$ cat config.mk
export PLATFORM = sky130hd
export DESIGN_NAME = alu4_result_queue
export DESIGN_NICKNAME = d
export VERILOG_FILES = /design/src/rtl/alu4_result_queue.sv
export SDC_FILE = /design/constraint.sdc
export NUM_CORES = 1
export LEC_CHECK = 0
export CAP_MARGIN = 20
export CORE_UTILIZATION = 49
export DETAILED_ROUTE_END_ITERATION = 8
export PLACE_DENSITY = 0.91
export SLEW_MARGIN = 20
export SYNTH_ARGS = -nofsm -noshare
export SYNTH_HDL_FRONTEND = slang
export SYNTH_SLANG_ARGS = --single-unit
$ cat constraint.sdc
create_clock -name clk -period 4.4 [get_ports clk]
set_input_delay 0.66 -clock clk [delete_from_list [all_inputs] [get_ports clk]]
set_output_delay 0.66 -clock clk [all_outputs]
set_load 0.01 [all_outputs]
$ cat src/rtl/alu4_result_queue.sv
// alu4_result_queue: registered output queue behind the 4-bit ALU.
// Captures {result, N, Z, C, V} into a small FIFO, presents the head entry
// over valid/ready, and retires popped entries into an NZCV status register
// with a sticky overflow bit.
// Optional feature: define ALU4_ZERO_CNT_EN to build the saturating counter
// of retired Z=1 entries (zero_cnt); otherwise zero_cnt is tied to 0.
module alu4_result_queue #(
  parameter int WIDTH = 4,
  parameter int DEPTH = 2,
  parameter int CNT_W = 8
) (
  input  logic             clk,
  input  logic             rst_n,
  input  logic             in_valid,
  output logic             in_ready,
  input  logic [WIDTH-1:0] in_result,
  input  logic             in_negative,
  input  logic             in_zero,
  input  logic             in_carry,
  input  logic             in_overflow,
  output logic             out_valid,
  input  logic             out_ready,
  output logic [WIDTH-1:0] out_result,
  output logic [3:0]       out_nzcv,
  output logic [3:0]       status_nzcv,
  output logic             sticky_v,
  input  logic             sticky_clr,
  output logic [CNT_W-1:0] zero_cnt
);

  localparam int PTR_W = (DEPTH > 1) ? $clog2(DEPTH) : 1;
  localparam int OCC_W = $clog2(DEPTH + 1);
  localparam int ENT_W = WIDTH + 4;
  localparam logic [OCC_W-1:0] FULL_OCC = OCC_W'(DEPTH);
  localparam logic [PTR_W-1:0] LAST_PTR = PTR_W'(DEPTH - 1);

  logic [ENT_W-1:0] mem_reg [DEPTH];
  logic [PTR_W-1:0] wr_ptr_reg;
  logic [PTR_W-1:0] rd_ptr_reg;
  logic [OCC_W-1:0] count_reg;
  logic [DEPTH-1:0] wr_en;
  logic [ENT_W-1:0] head;
  logic             push;
  logic             pop;
  logic [3:0]       status_reg;
  logic             sticky_reg;

  // Wrap-around increment; DEPTH need not be a power of two.
  function automatic logic [PTR_W-1:0] next_ptr(input logic [PTR_W-1:0] p);
    return (p == LAST_PTR) ? '0 : p + PTR_W'(1);
  endfunction

  // Handshake: acceptance never looks at out_ready (no pass-through path).
  assign in_ready  = rst_n & (count_reg != FULL_OCC);
  assign out_valid = (count_reg != '0);
  assign push      = in_valid & in_ready;
  assign pop       = out_valid & out_ready;

  // Head entry straight from storage; flags are kept exactly as received.
  assign head       = mem_reg[rd_ptr_reg];
  assign out_result = head[ENT_W-1:4];
  assign out_nzcv   = head[3:0];

  // One write strobe per storage slot.
  genvar gi;
  generate
    for (gi = 0; gi < DEPTH; gi++) begin : g_wr_en
      assign wr_en[gi] = push & (wr_ptr_reg == PTR_W'(gi));
    end
  endgenerate

  // Storage is cleared on reset so the head reads 0 until the first push.
  always_ff @(posedge clk) begin
    for (int i = 0; i < DEPTH; i++) begin
      if (!rst_n) begin
        mem_reg[i] <= '0;
      end else if (wr_en[i]) begin
        mem_reg[i] <= {in_result, in_negative, in_zero, in_carry, in_overflow};
      end
    end
  end

  // Pointers and occupancy; simultaneous push and pop keeps count unchanged.
  always_ff @(posedge clk) begin
    if (!rst_n) begin
      wr_ptr_reg <= '0;
      rd_ptr_reg <= '0;
      count_reg  <= '0;
    end else begin
      if (push) wr_ptr_reg <= next_ptr(wr_ptr_reg);
      if (pop)  rd_ptr_reg <= next_ptr(rd_ptr_reg);
      case ({push, pop})
        2'b10:   count_reg <= count_reg + OCC_W'(1);
        2'b01:   count_reg <= count_reg - OCC_W'(1);
        default: count_reg <= count_reg;
      endcase
    end
  end

  // Retire: latch popped flags; a V=1 retire beats a same-cycle clear.
  always_ff @(posedge clk) begin
    if (!rst_n) begin
      status_reg <= '0;
      sticky_reg <= 1'b0;
    end else begin
      if (pop) status_reg <= out_nzcv;
      if (pop && out_nzcv[0]) begin
        sticky_reg <= 1'b1;
      end else if (sticky_clr) begin
        sticky_reg <= 1'b0;
      end
    end
  end

  assign status_nzcv = status_reg;
  assign sticky_v    = sticky_reg;

`ifdef ALU4_ZERO_CNT_EN
  logic [CNT_W-1:0] zero_cnt_reg;

  // Saturating count of Z=1 retires; clear with a Z=1 retire restarts at 1.
  always_ff @(posedge clk) begin
    if (!rst_n) begin
      zero_cnt_reg <= '0;
    end else if (pop && out_nzcv[2]) begin
      if (sticky_clr) begin
        zero_cnt_reg <= CNT_W'(1);
      end else if (zero_cnt_reg != '1) begin
        zero_cnt_reg <= zero_cnt_reg + CNT_W'(1);
      end
    end else if (sticky_clr) begin
      zero_cnt_reg <= '0;
    end
  end

  assign zero_cnt = zero_cnt_reg;
`else
  assign zero_cnt = '0;
`endif

endmodule

==> reports/metrics.yaml <==
global_route:
  grt_start_max_net_pins: 15
  grt_pass1_vias: 811
  antenna_found_initial: 0
  track_usage: 0.182
  grt_pass1_wl_um: 3440
  grt_overflow: 0
synthesis:
  yosys.area_share.simple: 0.114
  synthMuxAreaShare: 0.109
  yosys.area.top_type_share: 0.401
  synth_top_family_by_area: "buffers and inverters"
  synth.distinct_cells: 27
  ys_seq_area_frac: 0.568
  yosys_warnings: 0
  synth_xor_area_frac: 0.0219
  synth_compound_area_frac: 0.0554
  synthTopCellsByArea: "edfxtp_1 40%, dfxtp_1 17%, mux2_2 7.5%"
  synth_area_mm2: 0.00120
  avgSynthCellArea_um2: 11.4
  synthAdderAreaFrac: 0.0104
  syn_inst: 105
  yosysTopAreaCell: "edfxtp_1"
  ys_ff_latch: 26
die:
  die_h_um: 51.4
  initial_core_util: 0.531
  io_pins: 36
  core-area_mm2: 0.00225
  rows: 17
  die_area_mm2: 0.00265
  die_width_um: 51.4
pwr:
  power.net_switching_uw: 210
  combinationalPowerShare: 0.342
  p_int_uw: 488
  p_leak_uw: 0.000572
  power_frac_seq: 0.491
  power_density_mw_per_mm2: 478
  peakVddDrop_uv: 262
  swShare: 0.301
  pwr-share-clk: 0.168
worst_setup_path:
  criticalPathCategory: "input port to primary output"
  reg2reg_to: "count_reg[1]"
  reg2reg_depth: 5
  r2r-start: "count_reg[1]"
  end_kind: "primary output"
  cp_cell_sequence: "clkdlybuf4s50_1 -> o21a_1 -> clkdlybuf4s50_1"
  cp.arrival_ns: 1.95
  worst_setup_path_start_kind: "input port"
  r2r_slack_ns: 2.22
  slowest_stage: "clkdlybuf4s50_1"
  cp.required_ns: 3.74
  cpMostUsedCell: "clkdlybuf4s50_1"
  cp_max_fo: 7
  cpPeakStageDelay_ns: 0.61
sta:
  finalSetupTns_ns: 0
  layout_min_cycle_time_ns: 2.61
  setup_viol: 0
  max_slew_margin: 0.424
  fmax_mhz: 383
  skew_ns: 0.00508
  rsz0062_at_grt: "false"
  final-hold-violation-count: 0
  max_slew.worst_pin.slew_ns: 0.859
  fin_crit_sh: 0.594
  maxSlewViolCount: 0
detailed_routing:
  via_per_inst: 5.03
  ant_nets: 0
  finalWirelength_um: 2130
  drt_pass1_iterations: 4
  wire_per_inst_um: 13.5
  vias: 789
  drt_iter0_drc: 9
  drc: 0
placement:
  io_buffers: 27
  dp.cells: 153
  gp_congestion: 0.706
  place_hpwl_um: 1560
min_path:
  min_to: "sticky_v"
  min_path_type: "register to register"
  hp-start: "sticky_v"
  hold_depth: 2
clock_tree:
  tritoncts: "done"
  clk_pin_slew_worst_paths_ns: 0.13
  post_cts_buffers: 0
  clkSinkCount: 26
  clk_latency_ns: 0.31
  clk_path_buf_depth: 2
  cts_inserted_buffers: 3
  htreeDepth: 1
  hold_buffers: 0
  clock-root-buffer: "clkbuf_4"
  cts_resized: 0
final_layout:
  fillCellCount: 182
  largest_reg_flops: 16
  nets: 144
  utilization: 0.648
  antenna_cells: 0
  multiInputGateArea_um2: 402
  regArea_um2: 681
  area_growth_pct: 22.0
  layout-drive-gt1-share: 0.124
  final_cells: 157
job:
  maxCapViolCount: 0
outcome:
  outcome: "complete, no violations"
worst max-delay path by stage:
| stage | end | slack, ns | startpoint | cells after the start |
|---|---|---|---|---|
| final | in_ready | 1.79 | rst_n | 3 |
| after floorplan | mem_reg[0][0] | 2.28 | rst_n | 4 |
| after global placement | mem_reg[0][6] | 1.57 | rst_n | 3 |
| after CTS | mem_reg[0][6] | 1.70 | rst_n | 3 |
| after global routing | in_ready | 1.72 | rst_n | 3 |
| after detailed placement | mem_reg[0][6] | 1.35 | rst_n | 3 |
layer usage:
layer | vias to the layer above | global-route usage | share of wire
met1 | 363 | 0.208 | 0.43
met2 | 37 | 0.323 | 0.49
met5 | - | 0 | 0
li1 | 383 | - | -
met4 | 0 | 0.108 | 0.030
met3 | 6 | 0.0179 | 0.049
power by group through the flow:
| stage | clock, uW | combinational (uW) | sequential [uW] |
|---|---|---|---|
| detailed placement | 0 | 239 | 346 |
| global route | 126 | 257 | 349 |
| CTS | 117 | 241 | 342 |
| finish | 117 | 239 | 343 |
| floorplan | 0 | 183 | 323 |
| global placement | 0 | 229 | 344 |
synthesized netlist by cell type:
cell / number
xnor2_1: 2
inv_1: 9
nor2_1: 14
o211ai_1: 1
mux2_2: 8
nand2_1: 3
clkbuf_1: 1
xor2_1: 1
o2111ai_2: 1
a21oi_1: 2
nand2b_1: 1
buf_2: 2
ha_1: 1
or2_2: 1
buf_6: 2
mux2i_1: 4
buf_4: 9
edfxtp_1: 16
conb_1: 1
o21a_1: 2
a21oi_2: 1
or3_1: 1
nor3_1: 8
clkinv_1: 1
dfxtp_1: 10
nand2b_4: 1
o21ai_0: 2
cell type report:
class | count | share of cell area
flip-flops and latches | 26 | 0.466
inverters | 10 | 0.0257
repair buffers | 27 | 0.185
multi-input cells | 62 | 0.275
clock buffers | 4 | 0.0248
well taps | 28 | 0.0240
cells by family after synthesis:
family,Yosys count
compound gates,9
xor+xnor,3
fa+ha+maj,1
buf+inv,24
flops,26
mux,12
other cells,1
simple gates,29
stage by stage:
| step | instance area [um2] | hold WS [ns] | power (uW) | setup slack, ns |
|---|---|---|---|---|
| CTS | 1460 | 0.491 | 700 | 1.70 |
| detailed placement | 1430 | 0.470 | 585 | 1.35 |
| floorplan | 1220 | 0.463 | 506 | 2.28 |
| finish | 1460 | 0.489 | 698 | 1.79 |
| global route | 1460 | 0.525 | 732 | 1.72 |
| global placement | 1430 | 0.460 | 573 | 1.57 |
critical path: cells and delay by family:
kind | cells | cell delay, ns
compound gates | 1 | 0.16
buf+inv | 2 | 1.14
layout by cell type (no fill, tap or decap):
master           synthesis  layout
mux2i_1                  4       4
clkbuf_4                 0       3
a21oi_2                  1       1
ha_1                     1       1
clkdlybuf4s50_1          0      27
nand2b_4                 1       1
nand2b_1                 1       1
edfxtp_1                16      16
clkinv_1                 1       1
o21ai_1                  0       1
xor2_1                   1       1
xnor2_1                  2       2
o211ai_1                 1       1
clkbuf_8                 0       1
conb_1                   1       8
dfxtp_1                 10      10
o2111ai_2                1       1
or2_2                    1       1
o21ai_0                  2       1
mux2_2                   8       8
inv_1                    9       9
nor2_1                  14      14
a21oi_1                  2       2
nand2_1                  3       3
o21a_1                   2       2
or3_1                    1       1
nor3_1                   8       8
Note: power is estimated with default switching activity, not from simulation.
